--- src/rtl/ifetch_prefetch_queue.sv ---
// Purpose: sequential instruction fetch front end with a DEPTH-entry {pc, inst} prefetch FIFO and branch redirect flush.
// Latency: request accepted in cycle N with memory latency L is pushed at edge N+L and offered downstream from then on (no bypass).
// Backpressure: new requests only while outstanding+buffered < DEPTH; the FIFO can never overflow, so memory responses need no ready.
module ifetch_prefetch_queue #(
    parameter int          DEPTH    = 4,
    parameter logic [31:0] RESET_PC = 32'h0
) (
    input  logic        clk,
    input  logic        reset_n,
    output logic        imem_req_valid,
    output logic [31:0] imem_req_addr,
    input  logic        imem_req_ready,
    input  logic        imem_rsp_valid,
    input  logic [31:0] imem_rsp_data,
    input  logic        redirect_valid,
    input  logic [31:0] redirect_pc,
    output logic        if_valid,
    output logic [31:0] if_pc,
    output logic [31:0] if_inst,
    input  logic        if_ready
);

    localparam int          CW      = $clog2(DEPTH + 1);
    localparam int          AW      = $clog2(DEPTH);
    localparam logic [CW:0] DEPTH_W = (CW + 1)'(DEPTH);
    localparam logic [CW-1:0] DEPTH_C = CW'(DEPTH);

    logic [31:0]   r_fetch_pc;
    logic [31:0]   r_rsp_pc;
    logic [CW-1:0] r_count;
    logic [CW-1:0] r_outstanding;
    logic [CW-1:0] r_drop_cnt;
    logic [AW-1:0] r_wr_ptr;
    logic [AW-1:0] r_rd_ptr;
    logic [31:0]   r_mem_pc   [DEPTH];
    logic [31:0]   r_mem_inst [DEPTH];

    logic [CW:0]   w_credit_used;
    logic [31:0]   w_redir_target;
    logic          w_req_fire;
    logic          w_rsp;
    logic          w_push;
    logic          w_drop;
    logic          w_pop;

    // Buffered entries plus requests still in flight form the credit pool;
    // count here is the pre-pop value so a pop never frees a slot early.
    assign w_credit_used  = {1'b0, r_outstanding} + {1'b0, r_count};
    assign w_redir_target = redirect_pc & 32'hFFFF_FFFC;

    assign imem_req_valid = reset_n & ~redirect_valid & (w_credit_used < DEPTH_W);
    assign imem_req_addr  = r_fetch_pc;
    assign w_req_fire     = imem_req_valid & imem_req_ready;

    // A response with nothing outstanding is ignored so the counter cannot underflow.
    assign w_rsp  = imem_rsp_valid & (r_outstanding != '0);
    assign w_push = w_rsp & ~redirect_valid & (r_drop_cnt == '0);
    assign w_drop = w_rsp & ~redirect_valid & (r_drop_cnt != '0);

    assign if_valid = (r_count != '0) & ~redirect_valid;
    assign if_pc    = r_mem_pc[r_rd_ptr];
    assign if_inst  = r_mem_inst[r_rd_ptr];
    assign w_pop    = if_valid & if_ready;

    // Fetch address: restart on redirect, advance one word per accepted request.
    always_ff @(posedge clk or negedge reset_n) begin
        if (!reset_n) begin
            r_fetch_pc <= RESET_PC;
        end else if (redirect_valid) begin
            r_fetch_pc <= w_redir_target;
        end else if (w_req_fire) begin
            r_fetch_pc <= r_fetch_pc + 32'd4;
        end
    end

    // PC tag for the next kept response; responses return in order so a counter suffices.
    always_ff @(posedge clk or negedge reset_n) begin
        if (!reset_n) begin
            r_rsp_pc <= RESET_PC;
        end else if (redirect_valid) begin
            r_rsp_pc <= w_redir_target;
        end else if (w_push) begin
            r_rsp_pc <= r_rsp_pc + 32'd4;
        end
    end

    // In-flight tracking; on redirect everything still outstanding is wrong-path and marked for drop.
    always_ff @(posedge clk or negedge reset_n) begin
        if (!reset_n) begin
            r_outstanding <= '0;
            r_drop_cnt    <= '0;
        end else if (redirect_valid) begin
            r_outstanding <= r_outstanding - CW'(w_rsp);
            r_drop_cnt    <= r_outstanding - CW'(w_rsp);
        end else begin
            r_outstanding <= r_outstanding + CW'(w_req_fire) - CW'(w_rsp);
            r_drop_cnt    <= r_drop_cnt - CW'(w_drop);
        end
    end

    // FIFO occupancy and pointers; redirect flushes, pointers wrap naturally (DEPTH is a power of 2).
    always_ff @(posedge clk or negedge reset_n) begin
        if (!reset_n) begin
            r_count  <= '0;
            r_wr_ptr <= '0;
            r_rd_ptr <= '0;
        end else if (redirect_valid) begin
            r_count  <= '0;
            r_wr_ptr <= '0;
            r_rd_ptr <= '0;
        end else begin
            if (w_push) begin
                r_wr_ptr <= r_wr_ptr + AW'(1);
            end
            if (w_pop) begin
                r_rd_ptr <= r_rd_ptr + AW'(1);
            end
            if (w_push && !w_pop) begin
                r_count <= r_count + CW'(1);
            end else if (w_pop && !w_push) begin
                r_count <= r_count - CW'(1);
            end
        end
    end

    // FIFO storage is cleared on reset so the head reads as zero until the first push.
    always_ff @(posedge clk or negedge reset_n) begin
        if (!reset_n) begin
            for (int i = 0; i < DEPTH; i++) begin
                r_mem_pc[i]   <= '0;
                r_mem_inst[i] <= '0;
            end
        end else if (w_push) begin
            r_mem_pc[r_wr_ptr]   <= r_rsp_pc;
            r_mem_inst[r_wr_ptr] <= imem_rsp_data;
        end
    end

    // The credit rule guarantees a kept response always finds a free slot.
    always_ff @(posedge clk) begin
        if (reset_n && w_push) begin
            assert (r_count != DEPTH_C);
        end
    end

endmodule

--- config.mk ---
export PLATFORM = sky130hd
export DESIGN_NAME = ifetch_prefetch_queue
export DESIGN_NICKNAME = d
export VERILOG_FILES = /design/src/rtl/ifetch_prefetch_queue.sv
export SDC_FILE = /design/constraint.sdc
export NUM_CORES = 1
export LEC_CHECK = 0
export CAP_MARGIN = 0
export CORE_MARGIN = 5
export CORE_UTILIZATION = 40
export DETAILED_ROUTE_END_ITERATION = 8
export PLACE_DENSITY_LB_ADDON = 0.1
export SLEW_MARGIN = 15
export SYNTH_ARGS = -nofsm -noshare
export SYNTH_HDL_FRONTEND = slang
export SYNTH_SLANG_ARGS = --single-unit
--- constraint.sdc ---
create_clock -name clk -period 4 [get_ports clk]
set_clock_uncertainty 0.2 [all_clocks]
set_input_delay 0.8 -clock clk [delete_from_list [all_inputs] [get_ports clk]]
set_output_delay 0.8 -clock clk [all_outputs]
set_load 0.1 [all_outputs]
==> impl_metrics.tcl <==
set metrics [dict create \
    drt-initial-drc-count 376 \
    clkSinkCount 321 \
    drv_cap 0 \
    grtUsageTotal_pct 17.93 \
    insertion_delay_ps 520 \
    hpwl_um 24010 \
    synth_xor_area_share_pct 2.230 \
    hold_path.class "flip-flop to flip-flop" \
    ant_nets 0 \
    vias_per_cell 5.494 \
    power.density_nw_per_um2 769.0 \
    cts_setup_buffers 0 \
    synth_top_family_by_area "multiplexers" \
    cpMaxStageDelayCell "dlygate4sd3_1" \
    setup_violations 0 \
    tns_ps 0 \
    die_y_um 203.2 \
    drc 0 \
    cts_buffer_depth 3 \
    synth-adder-area-share_pct 1.442 \
    syn_inst 1082 \
    rsz0062_at_grt "no" \
    relSlewSlack_pct 17.51 \
    nNetsFinal 1329 \
    synthFlopType "dfrtp_1" \
    synth_compound_area_share_pct 3.738 \
    portBuffers 161 \
    area_growth_pct 22.94 \
    ir_drop_v 0.0005552 \
    grt_pass1_vias 10090 \
    layout_worst_path_cycle_share_pct 87.68 \
    num_antenna_cells 0 \
    netlist_area_um2 14930 \
    grt_overflow 0 \
    yosysWarnings 0 \
    worstSetupStartpointType "primary input" \
    totalWireLength_um 36950 \
    cts_tree "done" \
    clk_pin_slew_ps 50 \
    period_minus_slack_ps 3507 \
    routabilityCongestion 0.7570 \
    fillCellCount 3193 \
    std_cell_rows 70 \
    postSynthAreaPerCell_um2 13.80 \
    async_flop_share_pct 100.0 \
    worstSetupPathType "primary input to primary output" \
    status "complete, no violations" \
    worst_pin_slew_ps 1233 \
    cp_max_fo 27 \
    die_x_um 203.2 \
    start_util_pct 40.68 \
    cts-buffers-inserted 38 \
    synth_seq_area_share_pct 53.81 \
    cts_resized 0 \
    slowest_delay_ps 560 \
    whs_ps 296.4 \
    power_leakage_uw 0.008452 \
    root_buffer "clkbuf_16" \
    grt_max_degree 174 \
    antenna_found_initial 1 \
    h-tree-depth 2 \
    synth-edff-count 0 \
    crit_arrival_ps 2510 \
    path_cells "dlygate4sd3_1, buf_8, nor4b_1, and3_1, buf_12" \
    dr.pass1.iters 4 \
    routedWlPerCell_um 21.26 \
    crit_required_ps 3000 \
    endpoint_kind "primary output" \
    final_hold_viol_count 0 \
    slew_viol_final 0 \
    ioPinCount 168 \
    synth_seq_cells 321 \
    fmax_mhz 285.1 \
    core_area_um2 36700 \
    final_common_cell "dfrtp_1" \
    dieArea_um2 41280 \
    yosys.area_share.simple_pct 7.217 \
    muxShareOfSynthArea_pct 28.93 \
    drive_gt1_share_pct 39.21 \
    synthDistinctLibCells 49 \
    grt_first_pass_wirelength_um 59350 \
    vias 9548 \
    final_cell_mix "dfrtp_1 (319), mux2_2 (255), clkdlybuf4s50_1 (87), buf_4 (87), nand2_1 (66)" \
]
## per-layer routing
metal / share of wire (%) / up-vias / track usage, %
met5: 0.030 / - / 0
met4: 2.0 / 2 / 4.409
met3: 4.9 / 54 / 3.641
met2: 45 / 204 / 27.56
met1: 48 / 4971 / 26.33
li1: - / 4317 / -
## critical path, delay by kind of cell
kind | cells | cell delay [ps]
buf+inv | 3 | 990
simple gates | 2 | 690
## power by group
group / total [uW] / internal, uW / switching [uW] / leakage (uW)
combinational: 6220 / 1840 / 4390 / 0.00357
clock: 3530 / 2190 / 1340 / 0.000643
sequential: 4360 / 3880 / 473 / 0.00424
## registers in the layout, summed over array words and instances (netlist names)
register,count
r_count,3
r_rsp_pc,30
r_mem_inst,128
r_drop_cnt,3
r_wr_ptr,2
r_rd_ptr,2
r_mem_pc,120
imem_req_addr,30
r_outstanding,3
## Yosys cell counts, types with 9 or more instances
| library cell | instances | area (um^2) |
|---|---|---|
| buf_2 | 35 | 175.2 |
| nand3_1 | 27 | 135.1 |
| and3_1 | 13 | 81.33 |
| o211ai_1 | 9 | 67.56 |
| nand4_1 | 24 | 150.1 |
| nor3_1 | 16 | 80.08 |
| xnor2_1 | 14 | 122.6 |
| a21oi_1 | 11 | 55.05 |
| xor2_1 | 24 | 210.2 |
| inv_1 | 16 | 60.06 |
| dfrtp_1 | 321 | 8033 |
| mux4_2 | 62 | 1396 |
| o21ai_0 | 41 | 205.2 |
| clkbuf_1 | 26 | 97.59 |
| nor2_1 | 23 | 86.33 |
| mux2_2 | 255 | 2872 |
| ha_1 | 14 | 175.2 |
| nand2_1 | 70 | 262.8 |
## worst paths after layout
kind / start / to / slack [ps] / cells after the start
setup / recovery: reset_n / imem_req_valid / 490 / 5
hold / removal: r_mem_pc[16] / r_mem_pc[16] / 300 / 1
setup reg to reg: r_outstanding[2] / r_outstanding[2] / 860 / 11
hold reg to reg: r_mem_pc[16] / r_mem_pc[16] / 300 / 1
max in group asynchronous: reset_n / imem_req_addr[20] / 1140 / 4
min in group asynchronous: reset_n / r_mem_inst[55] / 520 / 2
## what timing repair did
| item | CTS | global route |
|---|---|---|
| endpoints found under the hold margin | 24 | 0 |
| hold buffers | 1 | 0 |
| setup endpoints to repair | 0 | 0 |
## kinds of logic after synthesis
group,count (synthesis)
buffers and inverters,88
other,1
DFF,321
AOI/OAI and AO/OA,90
muxes,322
adders and majority gates,16
xor gates and xnor gates,38
and+or+nand+nor,206
## area by class of cell
type | instances | area (um^2) | share of cell area [%]
clock buffer | 57 | 1196 | 6.518
clock inverter | 10 | 108.9 | 0.5932
multi-input combinational | 676 | 6546 | 35.67
inverter | 16 | 60.06 | 0.3273
tap | 468 | 585.6 | 3.191
sequential | 321 | 8040 | 43.81
timing repair buffer | 190 | 1814 | 9.886
## stage by stage
step                      util (%)  cell area [um^2]  std cells  power, uW  worst slack [ps]
after CTS                    50.01             18350       1738      14320             471.6
after global placement       46.42             17040       1670      10650             402.0
after floorplan                  -             14940       1085       9288             150.9
after detailed placement     46.42             17040       1670      10710             353.2
after global routing         50.01             18350       1738      14730             299.8
final                        50.01             18350       1738      14110             492.8
No activity file was read; power rests on OpenSTA's default activity.
==> variant, RTL diff (same settings) <==
Set the parameter `DEPTH` to 16 (it was 4).
--- a/src/rtl/ifetch_prefetch_queue.sv
+++ b/src/rtl/ifetch_prefetch_queue.sv
@@ -3,5 +3,5 @@
 // Backpressure: new requests only while outstanding+buffered < DEPTH; the FIFO can never overflow, so memory responses need no ready.
 module ifetch_prefetch_queue #(
-    parameter int          DEPTH    = 4,
+    parameter int          DEPTH    = 16,
     parameter logic [31:0] RESET_PC = 32'h0
 ) (
Formal check against the unedited RTL: no difference found for any inputs over 4 cycles, from zero or initial values and one cycle with reset_n low; that may be too few to reach the edited logic, so the function may still have changed.
==> variant against the unedited design <==
Setup slack got worse by 0.47 ns; sequential cell count up 754; maximum frequency fell by 12%; die area rose to 3.2 times the old value; power grew 120%; cell count increased to 3.1 times the old value; first-iteration DRC count rose to 4.7 times the old value; synthesized area increased to 3.4 times the old value; routed wire length increased to 3.8 times the old value; design area rose to 3.2 times the old value; global-route usage rose by 3.1 points; largest power group is now sequential cells.
==> variant: results (changes against the unedited design) <==
metric	value	unit	change
Place WS	0.270	ns	was 0.353 ns
Inserted Clock Buffers	118		was 38
first-pass GRT wire length	214000	um	was 59400 um
status	finished, final reports clean		unchanged
worst hold-check path type	in -> async		was reg -> reg
Port Buf Inserts	161		unchanged
VDD IR-drop max	0.335	mV	was 0.555 mV
nets@finish	3781		was 1329
placed instance count	5191		was 1670
htree depth	3		was 2
total number of vias	30900		was 9548
sequential element share of the synthesized area	53.3	%	was 53.8%
Worst-Margin Slew	0.990	ns	was 1.23 ns
number of global-route vias before repair	34200		was 10.1k
Psw	9.78	mW	was 6.20 mW
top cells by count, synth	dfrtp_1, mux2_2, mux2i_1		was dfrtp_1, mux2_2, nand2_1
post-DP HPWL	79000	um	was 24000 um
initial antenna violation count	6		was 1
top post-synthesis cells by area	dfrtp_1, mux2_2, mux4_2		unchanged
Slew Limit Fails	0		unchanged
Iter 0 DRT Violations	1754		was 376
CP Max Fanout	52		was 27
All-Layer GR Usage	21.1	%	was 17.9%
WL final	140000	um	was 37000 um
distinct cell type count after synthesis	64		was 49
Layout Cells excl Fill	5432		was 1738
biggest regs	r_mem_inst (512), r_mem_pc (480)		was r_mem_inst (128), r_mem_pc (120)
Avg Cell Area, Syn	14.0	um^2	was 13.8 um^2
Leak	27.7	nW	was 8.45 nW
R2R Setup Slk	0.43	ns	was 0.86 ns
## variant: layer usage
layer	GRT usage [%]	up-vias	share of wire (%)
li1	-	13500	-
met1	28.9	16600	45
met3	3.49	206	4.4
met4	5.92	2	2.4
met2	34.8	669	48
met5	0	-	0.0071
## variant: layout make-up
class                      instances  area [um^2]
inverter                          26         97.6
multi-input combinational       2181        22100
antenna                            2         5.00
clock inverter                    28          303
sequential                      1075        26900
tap                             1650         2060
timing repair buffer             281         4050
fill                           10800        66400
clock buffer                     189         3630
## variant: cell families (layout without fill, tap and decap cells)
logic type	Yosys count	after routing	share of synthesized area [%]
adder cells (fa/ha/maj)	28	28	0.724
flip-flops	1075	1075	53.3
buffers and inverters	345	524	3.49
AO/OA/AOI/OAI	405	405	5.05
XOR/XNOR	57	57	0.989
AND/OR/NAND/NOR	298	299	3.20
other	1	6	0.00743
multiplexers	1388	1388	33.2
## variant: what timing repair did
item | CTS | global route
pin swaps | 5 | 8
buffers inserted | 9 | 0
cloned | 9 | 4
setup endpoints to repair | 52 | 48
hold buffers | 0 | 0
gates resized for setup | 28 | 48
## variant: final timing paths
check                                     start         endpoint  cells after the start
worst max-delay path                r_rd_ptr[1]        if_pc[19]                      6
worst min-delay path                    reset_n  r_mem_inst[282]                      3
worst max register to register       r_count[1]       r_count[4]                      9
worst min register to register  r_mem_inst[387]  r_mem_inst[387]                      1
max in group asynchronous               reset_n    r_mem_pc[250]                      5
min in group clk                r_mem_inst[387]  r_mem_inst[387]                      1
## variant: metrics by stage
| stage | total power [mW] | hold slack [ns] | cell area (um^2) |
|---|---|---|---|
| 5_1_grt | 32.1 | 0.233 | 59200 |
| 4_1_cts | 31.2 | 0.164 | 59000 |
| 3_3_place_gp | 19.4 | 0.262 | 54500 |
| 2_1_floorplan | 16.9 | 0.253 | 50500 |
| 6_report | 30.9 | 0.200 | 59200 |
| 3_5_place_dp | 19.6 | 0.270 | 54500 |
## variant: critical path: stages, from the launching register on
cell and delay [ns]:
dfrtp_4 0.61, nor2b_4 0.30, buf_12 0.38, a221oi_1 0.19, o21ai_0 0.20, nand2_1 0.27
buf_12 0.26
## variant: power by group through the flow
stage | Clock [mW] | Combinational (mW) | Sequential (mW)
finish | 10.9 | 8.27 | 11.7
detailed placement | 0 | 7.59 | 12.0
floorplan | 0 | 4.96 | 11.9
CTS | 11.2 | 8.23 | 11.7
global placement | 0 | 7.51 | 11.9
global route | 11.6 | 8.70 | 11.8
